--- config.mk ---
export PLATFORM = sky130hd
export DESIGN_NAME = mtimer_client_flat
export DESIGN_NICKNAME = d
export VERILOG_FILES = /design/src/rtl/mtimer_client_if.sv /design/src/rtl/mtimer_client.sv /design/src/flat_wrapper.sv
export SDC_FILE = /design/constraint.sdc
export NUM_CORES = 1
export LEC_CHECK = 0
export ABC_AREA = 1
export BUFFER_PORTS_ARGS = -buffer_cell sky130_fd_sc_hd__buf_4
export CAP_MARGIN = 20
export CORE_AREA = 3 3 174 176
export DETAILED_ROUTE_END_ITERATION = 10
export DIE_AREA = 0 0 177 179
export PLACE_DENSITY = 0.58
export SYNTH_ARGS = -nofsm -noshare
export SYNTH_HDL_FRONTEND = slang
export SYNTH_SLANG_ARGS = --single-unit
--- constraint.sdc ---
create_clock -name clk -period 4.05 [get_ports clk]
set_input_delay 0.6075 -clock clk [delete_from_list [all_inputs] [get_ports clk]]
set_output_delay 0.6075 -clock clk [all_outputs]
set_load 0.005 [all_outputs]
--- src/rtl/mtimer_client_if.sv ---
// mtimer_client_if: core-side request/response and timer-side register port of mtimer_client
interface mtimer_client_if;
  logic        req;
  logic        op;
  logic [63:0] wdata;
  logic        busy;
  logic        done;
  logic        err;
  logic [63:0] rdata;
  logic [1:0]  t_addr;
  logic        t_we;
  logic [31:0] t_din;
  logic [31:0] t_dout;
  modport slave (
    input  req, op, wdata, t_dout,
    output busy, done, err, rdata, t_addr, t_we, t_din
  );
  modport master (
    output req, op, wdata, t_dout,
    input  busy, done, err, rdata, t_addr, t_we, t_din
  );
endinterface

--- src/rtl/mtimer_client.sv ---
// mtimer_client: tear-free 64-bit mtime reads and glitch-free 64-bit mtimecmp writes over a 32-bit timer port.
// Define MTIMER_CLIENT_READBACK_EN to read mtimecmp back after a write and flag mismatches in err.
module mtimer_client #(
  parameter int unsigned MAX_RETRY = 3
) (
  input logic            clk,
  input logic            resetn,
  mtimer_client_if.slave bus
);
`ifdef MTIMER_CLIENT_READBACK_EN
  typedef enum logic [3:0] {IDLE, RD_HI1, RD_LO, RD_HI2, WR_HMAX, WR_LO, WR_HI, VF_LO, VF_HI} state_e;
`else
  typedef enum logic [2:0] {IDLE, RD_HI1, RD_LO, RD_HI2, WR_HMAX, WR_LO, WR_HI} state_e;
`endif
  state_e      state_q, state_d;
  logic [63:0] wdata_q, wdata_d;
  logic [63:0] rdata_q, rdata_d;
  logic [31:0] hi1_q, hi1_d;
  logic [31:0] lo_q, lo_d;
  logic [3:0]  cnt_q, cnt_d;
  logic        err_q, err_d;
  logic        done_q, done_d;
`ifdef MTIMER_CLIENT_READBACK_EN
  logic        vf_err_q, vf_err_d;
`endif
  always_ff @(posedge clk or negedge resetn) begin
    if (!resetn) begin
      state_q  <= IDLE;
      wdata_q  <= '0;
      rdata_q  <= '0;
      hi1_q    <= '0;
      lo_q     <= '0;
      cnt_q    <= '0;
      err_q    <= 1'b0;
      done_q   <= 1'b0;
`ifdef MTIMER_CLIENT_READBACK_EN
      vf_err_q <= 1'b0;
`endif
    end else begin
      state_q  <= state_d;
      wdata_q  <= wdata_d;
      rdata_q  <= rdata_d;
      hi1_q    <= hi1_d;
      lo_q     <= lo_d;
      cnt_q    <= cnt_d;
      err_q    <= err_d;
      done_q   <= done_d;
`ifdef MTIMER_CLIENT_READBACK_EN
      vf_err_q <= vf_err_d;
`endif
    end
  end
  always_comb begin
    state_d  = state_q;
    wdata_d  = wdata_q;
    rdata_d  = rdata_q;
    hi1_d    = hi1_q;
    lo_d     = lo_q;
    cnt_d    = cnt_q;
    err_d    = err_q;
    done_d   = 1'b0;
`ifdef MTIMER_CLIENT_READBACK_EN
    vf_err_d = vf_err_q;
`endif
    case (state_q)
      IDLE: if (bus.req) begin
        wdata_d = bus.wdata;
        cnt_d   = '0;
        state_d = bus.op ? WR_HMAX : RD_HI1;
      end
      RD_HI1: begin
        hi1_d   = bus.t_dout;
        state_d = RD_LO;
      end
      RD_LO: begin
        lo_d    = bus.t_dout;
        state_d = RD_HI2;
      end
      // A stable high word proves lo was not torn by a carry; otherwise resample lo
      RD_HI2: if (bus.t_dout == hi1_q || cnt_q == 4'(MAX_RETRY)) begin
        rdata_d = {bus.t_dout, lo_q};
        err_d   = bus.t_dout != hi1_q;
        done_d  = 1'b1;
        state_d = IDLE;
      end else begin
        hi1_d   = bus.t_dout;
        cnt_d   = cnt_q + 4'd1;
        state_d = RD_LO;
      end
      WR_HMAX: state_d = WR_LO;
      WR_LO:   state_d = WR_HI;
`ifdef MTIMER_CLIENT_READBACK_EN
      WR_HI:   state_d = VF_LO;
      VF_LO: begin
        vf_err_d = bus.t_dout != wdata_q[31:0];
        state_d  = VF_HI;
      end
      VF_HI: begin
        err_d   = vf_err_q | (bus.t_dout != wdata_q[63:32]);
        done_d  = 1'b1;
        state_d = IDLE;
      end
`else
      WR_HI: begin
        err_d   = 1'b0;
        done_d  = 1'b1;
        state_d = IDLE;
      end
`endif
      default: state_d = IDLE;
    endcase
  end
  // Parking cmp hi at all-ones first keeps mtimecmp from ever looking smaller than both old and new values
  always_comb begin
    bus.t_addr = 2'b00;
    bus.t_we   = 1'b0;
    bus.t_din  = '0;
    case (state_q)
      RD_HI1, RD_HI2: bus.t_addr = 2'b01;
      WR_HMAX: begin
        bus.t_addr = 2'b11;
        bus.t_we   = 1'b1;
        bus.t_din  = '1;
      end
      WR_LO: begin
        bus.t_addr = 2'b10;
        bus.t_we   = 1'b1;
        bus.t_din  = wdata_q[31:0];
      end
      WR_HI: begin
        bus.t_addr = 2'b11;
        bus.t_we   = 1'b1;
        bus.t_din  = wdata_q[63:32];
      end
`ifdef MTIMER_CLIENT_READBACK_EN
      VF_LO: bus.t_addr = 2'b10;
      VF_HI: bus.t_addr = 2'b11;
`endif
      default: ;
    endcase
  end
  assign bus.busy  = state_q != IDLE;
  assign bus.done  = done_q;
  assign bus.err   = err_q;
  assign bus.rdata = rdata_q;
endmodule
--- src/flat_wrapper.sv ---
// flat-port wrapper written by rule: the top's interface ports become plain ports
module mtimer_client_flat 
#(
  parameter int unsigned MAX_RETRY = 3
)
  (clk, resetn, bus_req, bus_op, bus_wdata, bus_t_dout, bus_busy, bus_done, bus_err, bus_rdata, bus_t_addr, bus_t_we, bus_t_din);
  mtimer_client_if bus_i ();
  input logic clk;
  input logic resetn;
  input wire logic [$bits(bus_i.req)-1:0] bus_req;
  input wire logic [$bits(bus_i.op)-1:0] bus_op;
  input wire logic [$bits(bus_i.wdata)-1:0] bus_wdata;
  input wire logic [$bits(bus_i.t_dout)-1:0] bus_t_dout;
  output wire logic [$bits(bus_i.busy)-1:0] bus_busy;
  output wire logic [$bits(bus_i.done)-1:0] bus_done;
  output wire logic [$bits(bus_i.err)-1:0] bus_err;
  output wire logic [$bits(bus_i.rdata)-1:0] bus_rdata;
  output wire logic [$bits(bus_i.t_addr)-1:0] bus_t_addr;
  output wire logic [$bits(bus_i.t_we)-1:0] bus_t_we;
  output wire logic [$bits(bus_i.t_din)-1:0] bus_t_din;
  assign bus_i.req = bus_req;
  assign bus_i.op = bus_op;
  assign bus_i.wdata = bus_wdata;
  assign bus_i.t_dout = bus_t_dout;
  assign bus_busy = bus_i.busy;
  assign bus_done = bus_i.done;
  assign bus_err = bus_i.err;
  assign bus_rdata = bus_i.rdata;
  assign bus_t_addr = bus_i.t_addr;
  assign bus_t_we = bus_i.t_we;
  assign bus_t_din = bus_i.t_din;
  mtimer_client #(.MAX_RETRY(MAX_RETRY)) u_core (.clk(clk), .resetn(resetn), .bus(bus_i));
endmodule
==> flow_metrics.env, run 1 <==
export IMPL_final_area_um2=11370
export IMPL_clock_skew_ps=8.471
export IMPL_grt_use_total_pct=14.54
export IMPL_h_tree_depth=1
export IMPL_syn_num_nets=1041
export IMPL_rsz0062_at_grt="no"
export IMPL_critPathRequiredTime_ps=3440
export IMPL_grt_pass1_vias=6925
export IMPL_numPortBuffers=201
export IMPL_setup_viol=0
export IMPL_tns_ps=0
export IMPL_path_class="flop to output pin"
export IMPL_syn_area_um2=8642
export IMPL_cts_sinks=201
export IMPL_multiInputGateArea_um2=3082
export IMPL_max_slew_margin_pct=36.92
export IMPL_yosysWarningCount=0
export IMPL_hpwlAfterDp_um=15270
export IMPL_post_place_ws_ps=1154
export IMPL_ant_nets=0
export IMPL_cts_buffers=25
export IMPL_cap_viol_max_count=0
export IMPL_hold_viol=0
export IMPL_cp_end_kind="output pin"
export IMPL_holdBufCountCts=0
export IMPL_wl_um=23200
export IMPL_worst_slack_ps=795.4
export IMPL_floorplan_initialDensity_pct=30.03
export IMPL_gp_congestion=0.7606
export IMPL_ios=202
export IMPL_syn_mean_instance_area_um2=9.194
export IMPL_drive_above_1_share_pct=26.14
export IMPL_grt_pass1_wl_um=37270
export IMPL_route_detailed_drc=0
export IMPL_fmax_mhz=307.3
export IMPL_cts_resized_gates=0
export IMPL_placed_area_um2=10500
export IMPL_final_cells=1520
export IMPL_die_x_um=177
export IMPL_post_route_min_period_ps=3255
export IMPL_placed_cells=1477
export IMPL_clk_path_buf_depth=3
export IMPL_grt_max_degree=102
export IMPL_seq_area_um2=5030
export IMPL_ys_ff_latch=201
export IMPL_status="finished clean"
export IMPL_clock_latency_ps=520
export IMPL_ir_drop_mv=0.3702
export IMPL_whs_ps=169.7
export IMPL_die_area_um2=31680
export IMPL_fin_nets=1222
export IMPL_post_route_period_util_pct=80.36
export IMPL_antenna_found_initial=0
export IMPL_leakage_nw=5.823
export IMPL_cts_setup_buffers=0
export IMPL_areaGrowthSynthToFinish_pct=31.53
export IMPL_initialDrtViolationCount=471
export IMPL_fillers=2943
export IMPL_die_y_um=179
export IMPL_worstHoldPathType="input port to async pin"
export IMPL_cp_max_fo=35
export IMPL_synth_yosys_seq_area_share_pct=58.20
export IMPL_critPathArrivalTime_ps=2650
export IMPL_path_clk_slew_ps=60
export IMPL_start_kind="flop"
export IMPL_synthCells=940
export IMPL_vias=6884
export IMPL_routedWlPerCell_um=15.26
export IMPL_rows=62
export IMPL_p_per_area_nw_per_um2=790.3
export IMPL_worstMarginPinSlew_ps=946.1
export IMPL_finalMaxSlewViolations=0
export IMPL_synth_cell_type_count=24
export IMPL_cts_tree="done"
export IMPL_diodes=0
export IMPL_core_area_um2=28780
export IMPL_dr_pass1_iters=4
export IMPL_gr_total_overflow=0
export IMPL_vias_per_cell=4.529
export IMPL_cts_root_buf="clkbuf_16"
[stage by stage]
step | total power (W) | utilization (%)
floorplan | 0.005314 | -
global placement | 0.006718 | 36.50
detailed placement | 0.006801 | 36.50
CTS | 0.009123 | 39.40
global route | 0.009721 | 39.50
finish | 0.008983 | 39.50
[per-layer routing]
metal  vias up  global-route usage [%]  share of wire (%)
met5         -                       0                  0
met4         0                   3.568                2.0
met3        29                   4.384                8.6
met2       209                   22.82                 45
met1      3248                   19.75                 44
li1       3398                       -                  -
[kinds of logic after synthesis]
| logic type | count (synthesis) | synth area share [%] |
|---|---|---|
| AND/OR/NAND/NOR | 377 | 17.78 |
| flip-flops | 201 | 58.20 |
| AO/OA/AOI/OAI | 164 | 10.47 |
| buffers and inverters | 137 | 6.399 |
| multiplexers | 32 | 4.170 |
| XOR/XNOR | 28 | 2.838 |
| adder cells (fa/ha/maj) | 1 | 0.1448 |
[placed cells by master (no fill, tap or decap)]
cell type    n
nand2_1    247
buf_12       2
ha_1         1
o2111ai_1    1
nand3_1     73
a21oi_1     34
bufinv_16    4
nand3_2      3
clkinv_2     5
clkbuf_16   25
buf_16       1
inv_2        8
nor3_1       1
nand4_1      1
nand2_4      2
o211ai_1    32
nor3_4       1
inv_6        1
clkbuf_1     4
mux2_2      32
xor2_1       1
inv_1       71
dfrtp_1    201
buf_4      208
o21ai_0     97
nor2_1      48
nand2_2      1
clkbuf_8     4
xnor2_1     27
[where the power goes]
group / switching [W] / leakage, nW / internal, W
combinational: 0.00173 / 2.91 / 0.00150
sequential: 0.000530 / 2.49 / 0.00295
clock: 0.000840 / 0.415 / 0.00143
total: 0.00310 / 5.82 / 0.00588
[path summary, 6_finish.rpt]
path,from,endpoint,slack (ps),cells after the start
setup / recovery,u_core.state_q[2],bus_t_addr[0],800,6
hold / removal,resetn,u_core.lo_q[25],170,1
setup reg to reg,u_core.state_q[2],u_core.hi1_q[20],1180,9
hold reg to reg,u_core.bus.rdata[30],u_core.bus.rdata[30],470,2
max in group asynchronous,resetn,u_core.bus.rdata[32],3040,2
min in group clk,bus_t_dout[29],u_core.hi1_q[29],320,3
[final cells by class]
| type | instances | share of cell area, % |
|---|---|---|
| sequential | 201 | 44.25 |
| multi-input combinational | 602 | 27.11 |
| timing repair buffer | 212 | 14.45 |
| clock buffer | 32 | 5.999 |
| tap | 384 | 4.227 |
| inverter | 79 | 2.609 |
| clock inverter | 10 | 1.354 |
[state kept, by name, summed over array words and instances, names as in the netlist]
signal,cells
u_core.hi1_q,32
u_core.wdata_q,64
u_core.lo_q,32
u_core.cnt_q,4
u_core.bus.rdata,64
u_core.state_q,3
u_core.bus.err,1
u_core.bus.done,1
[cell usage after synthesis, drive strengths merged]
| cell type | n | share of area (%) |
|---|---|---|
| xnor2 | 27 | 2.7 |
| mux2 | 32 | 4.2 |
| o2111ai | 1 | 0.10 |
| a21oi | 34 | 2.0 |
| clkbuf | 35 | 1.5 |
| inv | 79 | 3.4 |
| nand3 | 76 | 4.5 |
| nor2 | 48 | 2.1 |
| buf | 23 | 1.4 |
| o211ai | 32 | 2.8 |
| nand4 | 1 | 0.072 |
| nand2 | 250 | 11 |
| o21ai | 97 | 5.6 |
| nor3 | 2 | 0.25 |
| dfrtp | 201 | 58 |
| ha | 1 | 0.14 |
| xor2 | 1 | 0.10 |
[worst max-delay path, stage by stage (launching register included)]
cell	delay, ps
dfrtp_1	710
buf_4	380
inv_1	160
nand3_2	110
buf_4	370
o2111ai_1	220
buf_4	190
(Power assumes the default switching activity.)
==> run 2, diff against run 1 <==
Settings changed: ABC_AREA 1 to 0.
Clock period 4.05 ns to 3.2 ns, I/O delays scaled along.
==> run 2 against run 1 <==
  * Largest cell class unchanged
  * Highest routed layer unchanged
  * Count of clock-buffer cells in the layout up 1
  * Setup slack worse by 210 ps
  * Register-to-register slack worse by 480 ps
  * Critical path depth fell by 2
  * Sequential power grew 30%
  * Hold slack lost 140 ps
  * Sequential share of layout area down 0.39 points
==> flow_metrics.env, run 2 <==
export IMPL_vias=5755
export IMPL_rows=62
export IMPL_drive_above_1_share_pct=46.27
export IMPL_placed_area_um2=10670
export IMPL_ios=202
export IMPL_final_cells=1283
export IMPL_route_detailed_drc=0
export IMPL_synth_edf_count=0
export IMPL_routedWlPerCell_um=16.60
export IMPL_timing_rr_end="u_core.hi1_q[27]"
export IMPL_holdBufCountCts=0
export IMPL_initialDrtViolationCount=228
export IMPL_grt_pass1_wl_um=33480
export IMPL_syn_mean_instance_area_um2=12.73
export IMPL_diodes=0
export IMPL_grt_use_total_pct=13.23
export IMPL_cts_setup_buffers=0
export IMPL_p_per_area_nw_per_um2=992.9
export IMPL_fmax_mhz=382.3
export IMPL_synthArstFlopShare_pct=100.0
export IMPL_gp_congestion=0.7572
export IMPL_setup_viol=0
export IMPL_p_comb_share_pct=36.2
export IMPL_critPathArrivalTime_ps=2140
export IMPL_status="finished clean"
export IMPL_yosys_area_top_type="dfrtp_1"
export IMPL_floorplan_initialDensity_pct=30.09
export IMPL_start_kind="flop"
export IMPL_syn_num_nets=781
export IMPL_rsz0062_at_grt="no"
export IMPL_die_x_um=177
export IMPL_clock_skew_ps=12.84
export IMPL_placed_cells=1241
export IMPL_worstMarginPinSlew_ps=1029
export IMPL_p_switching_w=0.003420
export IMPL_cts_root_buf="clkbuf_16"
export IMPL_fin_nets=984
export IMPL_clk_path_buf_depth=3
export IMPL_seq_power_share_pct=39.6
export IMPL_synth_ff_type="dfrtp_1"
export IMPL_internal_power_w=0.007966
export IMPL_synth_most_common_cell="dfrtp_1"
export IMPL_core_area_um2=28780
export IMPL_post_route_period_util_pct=81.74
export IMPL_ir_drop_mv=0.5073
export IMPL_synth_yosys_seq_area_share_pct=58.08
export IMPL_cts_buffers=24
export IMPL_cap_viol_max_count=0
export IMPL_synthCells=680
export IMPL_leakage_nw=5.386
export IMPL_syn_area_um2=8660
export IMPL_post_route_min_period_ps=2616
export IMPL_hold_viol=0
export IMPL_r2r_start="u_core.cnt_q[0]"
export IMPL_finalMaxSlewViolations=0
export IMPL_die_area_um2=31680
export IMPL_synth_top_area_share_pct=58.08
export IMPL_cts_sinks=201
export IMPL_synthTopCellsByArea="dfrtp_1 (58%), mux2_2 (14%), mux2_4 (8.5%)"
export IMPL_cts_tree="done"
export IMPL_clock_latency_ps=520
export IMPL_cp_max_fo=29
export IMPL_cp_end_kind="output pin"
export IMPL_final_area_um2=11470
export IMPL_gr_total_overflow=0
export IMPL_p_sw_share_pct=30.03
export IMPL_max_slew_margin_pct=31.16
export IMPL_whs_ps=26.67
export IMPL_die_y_um=179
export IMPL_path_class="flop to output pin"
export IMPL_cts_resized_gates=0
export IMPL_grt_max_degree=100
export IMPL_grt_pass1_vias=5960
export IMPL_tns_ps=0
export IMPL_critPathRequiredTime_ps=2720
export IMPL_areaGrowthSynthToFinish_pct=32.42
export IMPL_rrSetupSlack_ps=700
export IMPL_wl_um=21290
export IMPL_hpwlAfterDp_um=14550
export IMPL_ys_ff_latch=201
export IMPL_h_tree_depth=1
export IMPL_layout_commonest_cell="buf_4"
export IMPL_mostFrequentLayoutCells="buf_4 (210), dfrtp_1 (201), mux2_2 (108)"
export IMPL_antenna_found_initial=0
export IMPL_path_clk_slew_ps=60
export IMPL_yosysWarningCount=0
export IMPL_ant_nets=0
export IMPL_netlist_top_cells_count="dfrtp_1 (201), mux2_2 (108), a21oi_1 (68), mux2_4 (49)"
export IMPL_synth_cell_type_count=31
export IMPL_pwr_share_clk_pct=24.1
export IMPL_r2r_cells=5
export IMPL_dr_pass1_iters=4
export IMPL_worstHoldPathType="input port to async pin"
export IMPL_numPortBuffers=201
export IMPL_vias_per_cell=4.486
==> run 2: cell count changes in the layout (fill, tap and decap cells not counted), moves of 32 or more <==
cell      change
nand2_1     -209
mux2_2       +76
nand3_1      -73
o21ai_0      -59
mux2_4       +49
inv_1        -37
a21oi_1      +34
o211ai_1     -32
xor2_1       +32
==> run 2: worst max path at each step <==
| stage | startpoint | to | slack, ps |
|---|---|---|---|
| 2_1_floorplan | bus_t_dout[22] | u_core.bus.rdata[14] | 1150 |
| 3_3_place_gp | bus_t_dout[22] | u_core.bus.rdata[55] | 550 |
| 3_5_place_dp | bus_t_dout[22] | u_core.bus.rdata[33] | 520 |
| 4_1_cts | u_core.state_q[2] | bus_t_din[31] | 480 |
| 5_1_grt | u_core.state_q[2] | bus_t_din[31] | 470 |
| 6_report | u_core.state_q[2] | bus_t_din[31] | 580 |
==> run 2: cell type report <==
cell class,count,area [um^2]
flip-flops and latches,201,5030
clock buffers,33,664.4
repair buffers,216,1690
multi-input cells,404,3332
well taps,384,480.5
clock inverters,9,135.1
fillers,2805,17310
inverters,36,135.1
==> run 2: kinds of logic after synthesis <==
logic type	count (synthesis)	share of synthesized area, %
xor+xnor	33	3.338
fa+ha+maj	1	0.1445
simple gates	96	4.841
mux	162	23.18
compound gates	112	6.545
flops	201	58.08
buf+inv	75	3.872
==> run 2: per-layer routing <==
layer,track usage [%],wire (um),vias up
li1,-,-,2729
met1,17.62,9442,2807
met2,20.54,9322,188
met3,4.977,2078,31
met4,3.044,450,0
met5,0,0,-
==> run 2: power by group through the flow <==
stage                     sequential, W  combinational [W]  clock [W]
final                           0.00451            0.00412    0.00275
after global routing            0.00468            0.00455    0.00295
after CTS                       0.00453            0.00422    0.00286
after detailed placement        0.00457            0.00421          0
after global placement          0.00453            0.00413          0
after floorplan                 0.00442            0.00273          0
==> run 2: through the flow <==
stage,util [%],total power (W),setup WS [ps]
after floorplan,-,0.007151,1148
after global placement,37.07,0.008659,553.5
after detailed placement,37.07,0.008776,519.9
after CTS,39.84,0.01162,484.7
after global routing,39.84,0.01217,473.4
final,39.84,0.01139,584.2
==> run 2: worst max-delay path, stage by stage (launching register included) <==
cell and delay [ps]:
dfrtp_1 540, clkinv_1 380, buf_4 370, nor2_1 200, buf_4 140
